`src/rtl/jt51_wrseq.sv`:
```
// Queued register-write sequencer for the JT51 register file: buffers host writes and
// replays each as an address strobe, a guaranteed low cycle, then a data strobe.
//
// state | meaning
// IDLE  | waiting for a queued entry; pops the head when one is available
// ADDR  | address strobe (write=1, a0=0)
// GAP   | write low so the register file sees a fresh rising edge for the data strobe
// DATA  | data strobe (write=1, a0=1)
// HOLD  | covers the one-clock delay before the register file raises busy
// WAITB | waits for busy_in to fall
module jt51_wrseq #(
    parameter int AW        = 3,
    parameter bit SKIP_ADDR = 1'b1
) (
    input  logic          clk,
    input  logic          rst,
    input  logic [7:0]    host_addr,
    input  logic [7:0]    host_data,
    input  logic          host_valid,
    output logic          host_ready,
    input  logic          flush,
    input  logic          busy_in,
    output logic          write,
    output logic          a0,
    output logic [7:0]    dout,
    output logic [AW:0]   level,
    output logic          empty,
    output logic          idle
);

    localparam int DEPTH = 1 << AW;
    localparam logic [AW:0] FULL_LEVEL = (AW + 1)'(DEPTH);

    typedef enum logic [2:0] {
        S_IDLE,
        S_ADDR,
        S_GAP,
        S_DATA,
        S_HOLD,
        S_WAITB
    } state_t;

    state_t        r_state;
    state_t        w_state_nxt;

    logic [7:0]    r_mem_addr [DEPTH];
    logic [7:0]    r_mem_data [DEPTH];
    logic [AW-1:0] r_wptr;
    logic [AW-1:0] r_rptr;
    logic [AW:0]   r_level;
    logic          r_pend;

    logic [7:0]    r_hold_addr;
    logic [7:0]    r_hold_data;
    logic [7:0]    r_last_addr;
    logic          r_last_valid;

    logic          r_write;
    logic          r_a0;
    logic [7:0]    r_dout;

    logic          w_full;
    logic          w_empty;
    logic          w_push;
    logic          w_pop;
    logic          w_skip;
    logic          w_write_nxt;
    logic          w_a0_nxt;
    logic [7:0]    w_dout_nxt;
    logic [7:0]    w_head_addr;
    logic [7:0]    w_head_data;

    assign w_full      = (r_level == FULL_LEVEL);
    assign w_empty     = (r_level == '0);
    assign w_push      = host_valid && !w_full && !flush;
    assign w_head_addr = r_mem_addr[r_rptr];
    assign w_head_data = r_mem_data[r_rptr];
    assign w_skip      = SKIP_ADDR && r_last_valid && (w_head_addr == r_last_addr);

    assign host_ready = !w_full;
    assign empty      = w_empty;
    assign level      = r_level;
    assign idle       = w_empty && (r_state == S_IDLE);
    assign write      = r_write;
    assign a0         = r_a0;
    assign dout       = r_dout;

    always_ff @(posedge clk) begin
        if (w_push) begin
            r_mem_addr[r_wptr] <= host_addr;
            r_mem_data[r_wptr] <= host_data;
        end
    end

    // r_pend lags the level by one clock, so IDLE only pops an entry that has settled a full cycle.
    always_ff @(posedge clk or posedge rst) begin
        if (rst) begin
            r_wptr  <= '0;
            r_rptr  <= '0;
            r_level <= '0;
            r_pend  <= 1'b0;
        end else begin
            r_pend <= !w_empty;
            if (flush) begin
                r_rptr  <= r_wptr;
                r_level <= '0;
            end else begin
                if (w_push) r_wptr <= r_wptr + 1'b1;
                if (w_pop)  r_rptr <= r_rptr + 1'b1;
                if (w_push && !w_pop)      r_level <= r_level + 1'b1;
                else if (!w_push && w_pop) r_level <= r_level - 1'b1;
            end
        end
    end

    // Strobe outputs are computed for the state being entered, so they register in step with it.
    always_comb begin
        w_state_nxt = r_state;
        w_pop       = 1'b0;
        w_write_nxt = 1'b0;
        w_a0_nxt    = 1'b0;
        w_dout_nxt  = r_dout;
        case (r_state)
            S_IDLE: begin
                if (r_pend && !w_empty && !flush) begin
                    w_pop       = 1'b1;
                    w_write_nxt = 1'b1;
                    if (w_skip) begin
                        w_state_nxt = S_DATA;
                        w_a0_nxt    = 1'b1;
                        w_dout_nxt  = w_head_data;
                    end else begin
                        w_state_nxt = S_ADDR;
                        w_dout_nxt  = w_head_addr;
                    end
                end
            end
            S_ADDR:  w_state_nxt = S_GAP;
            S_GAP: begin
                w_state_nxt = S_DATA;
                w_write_nxt = 1'b1;
                w_a0_nxt    = 1'b1;
                w_dout_nxt  = r_hold_data;
            end
            S_DATA:  w_state_nxt = S_HOLD;
            S_HOLD:  w_state_nxt = S_WAITB;
            S_WAITB: if (!busy_in) w_state_nxt = S_IDLE;
            default: w_state_nxt = S_IDLE;
        endcase
    end

    always_ff @(posedge clk or posedge rst) begin
        if (rst) begin
            r_state      <= S_IDLE;
            r_write      <= 1'b0;
            r_a0         <= 1'b0;
            r_dout       <= 8'h00;
            r_hold_addr  <= 8'h00;
            r_hold_data  <= 8'h00;
            r_last_addr  <= 8'h00;
            r_last_valid <= 1'b0;
        end else begin
            r_state <= w_state_nxt;
            r_write <= w_write_nxt;
            r_a0    <= w_a0_nxt;
            r_dout  <= w_dout_nxt;
            if (w_pop) begin
                r_hold_addr <= w_head_addr;
                r_hold_data <= w_head_data;
            end
            if (r_state == S_ADDR) begin
                r_last_addr  <= r_hold_addr;
                r_last_valid <= 1'b1;
            end
        end
    end

endmodule
```
`config.mk`:
```
export PLATFORM = sky130hd
export DESIGN_NAME = jt51_wrseq
export DESIGN_NICKNAME = d
export VERILOG_FILES = /design/src/rtl/jt51_wrseq.sv
export SDC_FILE = /design/constraint.sdc
export NUM_CORES = 1
export LEC_CHECK = 0
export ABC_AREA = 1
export CAP_MARGIN = 20
export CORE_ASPECT_RATIO = 1.5
export CORE_MARGIN = 3
export CORE_UTILIZATION = 31
export DETAILED_ROUTE_END_ITERATION = 7
export PLACE_DENSITY_LB_ADDON = 0.3
export SYNTH_ARGS = -nofsm -noshare
export SYNTH_HDL_FRONTEND = slang
export SYNTH_SLANG_ARGS = --single-unit
```
`constraint.sdc`:
```
create_clock -name clk -period 2.8 [get_ports clk]
set_input_delay 0.56 -clock clk [delete_from_list [all_inputs] [get_ports clk]]
set_output_delay 0.56 -clock clk [all_outputs]
set_load 0.02 [all_outputs]
```
==> results of run 1 <==
-- cell type report --
type,count,share of cell area
flip-flops and latches,177,0.561
multi-input cells,447,0.226
repair buffers,60,0.0657
clock buffers,24,0.0627
well taps,319,0.0442
inverters,81,0.0338
clock inverters,8,0.00637
-- worst paths after layout --
| path | startpoint | endpoint | slack (ns) | depth (start not counted) |
|---|---|---|---|---|
| min reg2reg | r_last_valid | r_last_valid | 0.47 | 2 |
| min | r_last_valid | r_last_valid | 0.47 | 2 |
| min in group asynchronous | rst | r_pend | 0.61 | 3 |
| max reg2reg | r_rptr[0] | dout[4] | 0.41 | 13 |
| max | r_state[0] | idle | 0.23 | 6 |
| max in group asynchronous | rst | r_rptr[0] | 1.73 | 3 |
-- cell usage after synthesis (4+ instances only) --
library cell | n | area, µm²
clkbuf_1 | 11 | 41.3
a31oi_1 | 7 | 43.8
nand3_1 | 54 | 270
ha_1 | 4 | 50.1
dfrtp_1 | 49 | 1230
o21ai_0 | 51 | 255
buf_6 | 4 | 45.0
nand2_1 | 168 | 631
edfxtp_1 | 128 | 3840
nor2_1 | 100 | 375
buf_2 | 11 | 55.1
a21oi_1 | 18 | 90.1
inv_1 | 77 | 289
o22ai_1 | 17 | 106
o21ai_1 | 10 | 50.1
-- layer usage --
metal / vias to the layer above / share of wire
met5: - / 0
met4: 0 / 0.028
met3: 25 / 0.028
met2: 83 / 0.52
met1: 2442 / 0.43
li1: 2542 / -
-- stage by stage --
step / hold WS (ns) / instance area, µm² / cells
2_1_floorplan: 0.435 / 7570 / 735
3_3_place_gp: 0.454 / 8410 / 1084
3_5_place_dp: 0.458 / 8410 / 1084
4_1_cts: 0.476 / 9030 / 1116
5_1_grt: 0.508 / 9030 / 1116
6_report: 0.471 / 9030 / 1116
-- sequential cells by signal, indices dropped and copies added, names as in the netlist --
signal	count
r_mem_addr	64
r_rptr	3
dout	8
r_hold_data	8
r_hold_addr	8
r_last_valid	1
r_wptr	3
write	1
r_last_addr	8
r_state	3
r_pend	1
r_mem_data	64
level	4
a0	1
-- critical path, stage by stage (launching register included) --
cell and delay (ns):
dfrtp_1 0.42, nor2_1 0.12, inv_1 0.06, nor2_1 0.20, inv_1 0.09, nor2_1 0.09, clkdlybuf4s50_1 0.61
-- cells by family after synthesis --
family                     synth area share
AOI/OAI and AO/OA                    0.0782
xor gates and xnor gates            0.00463
adders and majority gates           0.00926
buffers and inverters                0.0620
DFF                                   0.670
muxes                               0.00149
and+or+nand+nor                       0.175
-- power groups by stage --
stage,Combinational (mW),Sequential (mW),Clock (mW)
after global routing,3.86,3.63,2.58
after global placement,3.38,3.63,0
after detailed placement,3.42,3.62,0
after floorplan,2.27,3.64,0
final,3.36,3.58,2.42
after CTS,3.43,3.58,2.46
==> qor.txt, run 1 <==
====================================================================================
Run status                                                              finished, final reports clean
Switching part of the total                                                    0.370
Gate count after technology mapping                                              735
Class of the tightest hold or removal check                             register to register
DR pass1 iterations                                                                4
Peak supply drop                                                            0.441 mV
Commonest non-fill, non-tap cell in the layout                               nand2_1
Proportion of synthesized flip-flops having asynchronous set or reset          0.277
Number of global-route vias before repair                                       5144
Crit path launch type                                                       register
Number of diodes added for antenna fixing                                          0
Most crowded layer after global routing                                         met2
Clock insertion delay at the later pin of the skew report                    0.43 ns
Multi-input combinational cell area                                      0.00204 mm²
CTS tree                                                                        done
Total of max-cap violations                                                        0
Post-cts repair resize count                                                       0
Count of endpoints failing hold in the final timing report                         0
Setup violations, final                                                            0
Site row count                                                                    69
Effective utilization at floorplan                                             0.318
Routed via count divided by cell count                                          4.56
Synth Area per Inst                                                         10.3 µm²
Internal power                                                               5.89 mW
Post-placement worst setup slack                                            0.266 ns
Share of the clock period used by the worst path                               0.919
# DRC                                                                              0
Fraction of layout cells with a size suffix above 1                           0.0878
Standby leakage power                                                        3.69 nW
Placed wire-length estimate                                                 11200 µm
Slew HR                                                                        0.518
Clk root buf                                                               clkbuf_16
Largest net degree at the start of global routing                                 66
Clk slew on worst S/H paths                                                  0.07 ns
First-pass GRT wire length                                                  27500 µm
Area growth from synthesis to layout                                           19.3%
Critical path endpoint category                                         primary output
Syn_nets                                                                         761
Sequential area share after synthesis                                          0.670
Buffers from clock root to sink, at most                                           2
Drt first-iter violations                                                        421
Share of the core filled with cells                                            0.379
Maximum clock frequency                                                      389 MHz
Type of the worst setup path                                            register to primary output
Flops & latches, synth                                                           177
DIE AREA                                                                  0.0264 mm²
Initial antenna violation count                                                    0
Clock share of power                                                           0.258
Number of enable flip-flop cells after synthesis                                 128
Core ar.                                                                  0.0238 mm²
Die X                                                                         134 µm
Filler instances                                                                2375
Overall routing resource usage                                                 0.134
Port Buffer Count                                                                 37
Synthesized cell area                                                    0.00757 mm²
Routability congestion estimate from global placement                          0.785
Power share of the sequential group                                            0.382
Number of sinks driven by the clock tree                                         177
Number of clock buffers inserted by TritonCTS                                     17
Final total negative setup slack                                                0 ns
GR met3 Demand/Resource                                                       0.0222
Most frequent cells in the layout                                       168 x nand2_1, 128 x edfxtp_1, 96 x nor2_1, 76 x inv_1, 54 x nand3_1
Total design power                                                           9.35 mW
Pins over their slew limit                                                         0
Final #Nets                                                                      810
Actual slew at the worst max-slew pin                                       0.722 ns
I/O pin count                                                                     38
Largest fanout on the critical path                                                5
WL per Instance                                                              15.1 µm
Vertical extent of the die                                                    197 µm
Required time of the critical path                                           2.24 ns
Top FF cell, synth                                                          edfxtp_1
Post-route antenna net violation count                                             0
Total number of vias                                                            5092
M1 GR Usage                                                                    0.161
Routing usage on met2                                                          0.237
Critical path data arrival time                                              2.01 ns
Synthesis warning total                                                            0
Cell area power density                                                  1040 mW/mm²
Clk_skew                                                                   0.0100 ns
Reported net switching power                                                 3.46 mW
Area taken by flip-flops and latches                                     0.00507 mm²
Final critical path time including I/O delays and setup                      2.57 ns
Total congestion overflow                                                          0
# hold bufs at CTS                                                                 0
Count of H-tree levels built during CTS                                            4
Share of power burned in combinational logic                                   0.359
Cell variety after synth                                                          31
RSZ-0062 raised after global routing                                              no
Routed WL                                                                   16800 µm
Post-CTS Setup Repair Bufs                                                         0
Setup slack after layout                                                    0.228 ns
====================================================================================
(Power assumes the default switching activity.)
==> run 2: changes to the inputs <==
- SKIP_CTS_REPAIR_TIMING: default -> 1
==> results of run 2 <==
Final layout, timing and power as in run 1 (identical DEF).
